**config.mk**
```make
export PLATFORM = sky130hd
export DESIGN_NAME = pic_sel
export DESIGN_NICKNAME = d
export VERILOG_FILES = /design/src/rtl/pic_pkg.sv /design/src/rtl/pic_idx_wrap.sv /design/src/rtl/pic_sel.sv
export SDC_FILE = /design/constraint.sdc
export NUM_CORES = 1
export LEC_CHECK = 0
export BUFFER_PORTS_ARGS = -buffer_cell sky130_fd_sc_hd__buf_2
export CORE_AREA = 2 2 83 85
export DETAILED_ROUTE_END_ITERATION = 8
export DIE_AREA = 0 0 85 87
export GPL_ROUTABILITY_DRIVEN = 0
export GPL_TIMING_DRIVEN = 0
export HOLD_SLACK_MARGIN = 0.12
export PLACE_DENSITY = 0.69
export SYNTH_ARGS = -nofsm -noshare
export SYNTH_HDL_FRONTEND = slang
export SYNTH_SLANG_ARGS = --single-unit
```
**constraint.sdc**
```tcl
create_clock -name clk -period 4.4 [get_ports clk]
set_clock_uncertainty 0.1 [all_clocks]
set_input_delay 0.88 -clock clk [delete_from_list [all_inputs] [get_ports clk]]
set_output_delay 0.88 -clock clk [all_outputs]
set_load 0.05 [all_outputs]
```
**src/rtl/pic_pkg.sv**
```systemverilog
// Shared definitions for the picture selector and the SD image loader:
// controller state encoding and card layout constants.
package pic_pkg;

    typedef enum logic [2:0] {
        ST_BOOT = 3'd0,
        ST_IDLE = 3'd1,
        ST_CALC = 3'd2,
        ST_REQ  = 3'd3,
        ST_WAIT = 3'd4
    } pic_state_e;

    localparam int SD_BLK_BYTES    = 512;
    // 320x240 pixels at 16 bpp = 153600 bytes = 300 blocks of 512 bytes
    localparam int DEF_BLK_PER_IMG = 300;
    localparam int DEF_NUM_IMG     = 16;

endpackage

```
**src/rtl/pic_idx_wrap.sv**
```systemverilog
// Next picture index for an incr/decr command, wrapping modulo NUM_IMG.
// Neither or both flags set leaves the index unchanged.
module pic_idx_wrap
    import pic_pkg::*;
#(
    parameter int NUM_IMG = DEF_NUM_IMG,
    parameter int IDX_W   = 8
) (
    input  logic [IDX_W-1:0] cur_idx,
    input  logic             incr,
    input  logic             decr,
    output logic [IDX_W-1:0] next_idx
);

    localparam logic [IDX_W-1:0] LAST_IDX = IDX_W'(NUM_IMG - 1);

    always_comb begin
        next_idx = cur_idx;
        if (incr && !decr) begin
            next_idx = (cur_idx == LAST_IDX) ? '0 : cur_idx + IDX_W'(1);
        end else if (decr && !incr) begin
            next_idx = (cur_idx == '0) ? LAST_IDX : cur_idx - IDX_W'(1);
        end
    end

endmodule

```
**src/rtl/pic_sel.sv**
```systemverilog
// Picture selector: turns incr/decr/here commands into SD load requests and
// blocks further commands until the loader reports done or error.
module pic_sel
    import pic_pkg::*;
#(
    parameter int NUM_IMG     = DEF_NUM_IMG,
    parameter int IDX_W       = 8,
    parameter int BLK_PER_IMG = DEF_BLK_PER_IMG,
    parameter int BASE_BLK    = 0,
    parameter int ADDR_W      = 32
) (
    input  logic              clk,
    input  logic              rst_n,
    input  logic              ctl_valid,
    output logic              ctl_ready,
    input  logic              ctl_incr,
    input  logic              ctl_decr,
    output logic              load_valid,
    input  logic              load_ready,
    output logic [ADDR_W-1:0] load_addr,
    input  logic              load_done,
    input  logic              load_err,
    output logic [IDX_W-1:0]  cur_idx,
    output logic              busy,
    output logic              err
);

    localparam logic [ADDR_W-1:0] BASE_A = ADDR_W'(BASE_BLK);
    localparam logic [ADDR_W-1:0] BLK_A  = ADDR_W'(BLK_PER_IMG);

    pic_state_e        state;
    pic_state_e        next_state;
    logic              accept;
    logic              boot_ld;
    logic              calc_ld;
    logic              set_err;
    logic              clr_err;
    logic [IDX_W-1:0]  next_idx;
    logic [ADDR_W-1:0] calc_addr;

    pic_idx_wrap #(
        .NUM_IMG (NUM_IMG),
        .IDX_W   (IDX_W)
    ) u_idx_wrap (
        .cur_idx  (cur_idx),
        .incr     (ctl_incr),
        .decr     (ctl_decr),
        .next_idx (next_idx)
    );

    // Wraps modulo 2^ADDR_W by construction of the operand widths.
    assign calc_addr = BASE_A + ADDR_W'(cur_idx) * BLK_A;

    always_ff @(posedge clk or negedge rst_n) begin
        if (!rst_n) begin
            state <= ST_BOOT;
        end else begin
            state <= next_state;
        end
    end

    always_comb begin
        next_state = state;
        accept     = 1'b0;
        boot_ld    = 1'b0;
        calc_ld    = 1'b0;
        set_err    = 1'b0;
        clr_err    = 1'b0;
        case (state)
            ST_BOOT: begin
                boot_ld    = 1'b1;
                next_state = ST_REQ;
            end
            ST_IDLE: begin
                if (ctl_valid) begin
                    accept     = 1'b1;
                    next_state = ST_CALC;
                end
            end
            ST_CALC: begin
                calc_ld    = 1'b1;
                next_state = ST_REQ;
            end
            ST_REQ: begin
                if (load_ready) begin
                    next_state = ST_WAIT;
                end
            end
            ST_WAIT: begin
                // A simultaneous done and err is treated as a failure.
                if (load_err) begin
                    set_err    = 1'b1;
                    next_state = ST_IDLE;
                end else if (load_done) begin
                    clr_err    = 1'b1;
                    next_state = ST_IDLE;
                end
            end
            default: next_state = ST_BOOT;
        endcase
    end

    always_ff @(posedge clk or negedge rst_n) begin
        if (!rst_n) begin
            cur_idx   <= '0;
            load_addr <= BASE_A;
            err       <= 1'b0;
        end else begin
            if (accept) begin
                cur_idx <= next_idx;
            end
            if (boot_ld) begin
                load_addr <= BASE_A;
            end else if (calc_ld) begin
                load_addr <= calc_addr;
            end
            if (set_err) begin
                err <= 1'b1;
            end else if (clr_err) begin
                err <= 1'b0;
            end
        end
    end

    // Decoded straight from state so an async reset drops them at once.
    assign load_valid = (state == ST_REQ);
    assign ctl_ready  = (state == ST_IDLE);
    assign busy       = (state != ST_IDLE);

endmodule

```
==> reports/qor.csv <==
stage,metric,value,unit
outcome,outcome,completed,
floorplanning,dieArea,0.00740,mm2
floorplanning,die_w,85,um
synthesis,synth_cells,297,
route,antenna_left,0,
layout,regArea,676,um2
sta,hold_viol_final,0,
placed_design,dp.final_hpwl,4420,um
sta,min_period,3.86,ns
sta,max_freq,259,MHz
floorplanning,io_pins,52,
sta,setup_tns,0,ns
synthesis,ys_ff_latch,27,
layout,fin_util,0.461,
clock_network,clock-sinks,27,
clock_network,postCtsHoldBufs,0,
route,wirelength,5540,um
route,detail_route.wl_per_cell,12.9,um
clock_network,clk_pin_slew,0.10,ns
setup_path,crit_type,reg -> reg,
sta,rsz0062_at_grt,false,
setup_path,worstPathRequired,4.52,ns
clock_network,post_cts_resized,0,
floorplanning,core,0.00657,mm2
synthesis,synth_ff_type,dfrtp_1,
route,vias,2204,
global_route,grt_max_degree,28,
sta,period_share,0.878,
layout,area_growth,14.2,%
synthesis,ys_warn_count,0,
setup_path,endpoint_kind,flop,
synthesis,synth_top_area_cell,dfrtp_1,
layout,n_fill_cell,644,
floorplanning,start_util,0.403,
global_route,grt_pass1_vias,2127,
synthesis,yosysSeqAreaShare,0.255,
clock_network,cts_max_level,1,
worst_hold_path,min_path_type,reg -> reg,
synthesis,async_reset_ff_frac,1.00,
clock_network,clk_path_buf_depth,2,
route,drc,0,
synthesis,synth.distinct_cells,56,
layout,fin_cells,431,
route,drtIter0Drc,48,
layout,mostFrequentLayoutCell,ha_1,
synthesis,synth_area_leaders,"dfrtp_1 25%, ha_1 20%, fa_1 5.3%",
layout,final_cell_mix,"42 x ha_1, 36 x buf_2, 28 x nand2_1",
synthesis,synth_enable_flop_cells,0,
global_route,antenna_found_initial,0,
sta,setup_viol,0,
synthesis,netlist_area,0.00265,mm2
clock_network,cts_made_buffers,3,
clock_network,root_buffer,clkbuf_8,
placed_design,place.port_buffers,34,
floorplanning,num_rows,30,
layout,multi_input_area,0.00178,mm2
layout,antenna_cells,0,
sta,slew_headroom,0.576,
placed_design,dp.cells,427,
clock_network,cts_tree,built,
layout,drive_above_1_share,0.194,
setup_path,setup.worst_path.start_class,flop,
synthesis,synth_top_area_frac,0.255,
flow_run,cap_violations,0,
route,viasPerCell,5.11,
floorplanning,die_h,87,um
setup_path,r2r_slack,0.54,ns
setup_path,cp.arrival,3.98,ns
setup_path,crit_fanout,13,
global_route,grt.total_usage,0.158,
sta,worstMarginPinSlew,0.637,ns
global_route,grt_pass1_wl,9630,um
synthesis,synth.avg_cell_area,8.92,um2
layout,fin_nets,409,
clock_network,cts_setup_buffers,0,
route,drt_pass1_iterations,4,
clock_network,clk_latency,0.28,ns
global_route,grt_overflow,0,
sta,slew_viol_final,0,
[critical path, stage by stage, from the launching register on]
cell	delay, ns
dfrtp_1	0.65
ha_1	0.32
ha_1	0.27
inv_1	0.05
fa_1	0.49
fa_1	0.52
inv_1	0.04
ha_1	0.37
o211ai_1	0.12
a21oi_1	0.19
nor2_1	0.11
or4_1	0.48
nand3_1	0.09
[metrics by stage]
step	hold WS, ns	cell area [um2]	worst slack (ns)
after global placement	0.351	2980	0.600
after global routing	0.400	3030	0.303
final	0.368	3030	0.536
after floorplan	0.397	2710	0.544
after CTS	0.377	3030	0.529
after detailed placement	0.355	2980	0.560
[final cells by class]
type | instances | share of cell area
plain buffers | 28 | 0.0566
clock buffers | 3 | 0.0136
clock inverters | 1 | 0.00165
inverters | 23 | 0.0285
multi-input cells | 235 | 0.587
flip-flops and latches | 27 | 0.223
well taps | 80 | 0.0331
repair buffers | 34 | 0.0562
[synthesized netlist by cell type (all sizes together), types with 3 or more instances]
master and instances:
o31ai 3, o211ai 4, a21oi 16, clkbuf 9
o21ai 23, buf 19, or3 4, nor2 10
inv 23, and3 3, xor2 5, o22ai 3
ha 42, nor2b 3, dfrtp 27, nand2 28
nand4 4, a21o 6, nor3 5, a31oi 5
xnor2 4, nand2b 8, fa 7, nand3 7
[state kept, by name (all words and copies together) (netlist names)]
register	cells
cur_idx	8
err	1
load_addr	15
state	3
[per-layer routing]
metal / global-route usage / vias up / wire [um]
met1: 0.196 / 1015 / 2380
met4: 0.0231 / 0 / 25
met3: 0.0265 / 4 / 254
met2: 0.294 / 57 / 2890
met5: 0 / - / 0
li1: - / 1128 / -
[logic make-up (layout without fill, tap and decap cells)]
family	Yosys count	in the layout	share of synthesized area
AOI/OAI and AO/OA	77	77	0.197
DFF	27	27	0.255
xor gates and xnor gates	9	9	0.0297
and+or+nand+nor	83	83	0.168
adders and majority gates	49	49	0.251
buffers and inverters	51	89	0.0973
other	1	17	0.00142
[path summary, 6_finish.rpt]
| check | start | end | depth (start not counted) |
|---|---|---|---|
| worst max-delay path | cur_idx[4] | load_addr[14] | 12 |
| worst min-delay path | load_addr[6] | load_addr[6] | 2 |
| worst max register to register | cur_idx[4] | load_addr[14] | 12 |
| worst min register to register | load_addr[6] | load_addr[6] | 2 |
| max in group asynchronous | rst_n | load_addr[5] | 1 |
| min in group asynchronous | rst_n | load_addr[11] | 1 |
Power is left out: the tool's default activity adds up to more than one toggle a clock period on the data nets, which glitch-free logic cannot reach.
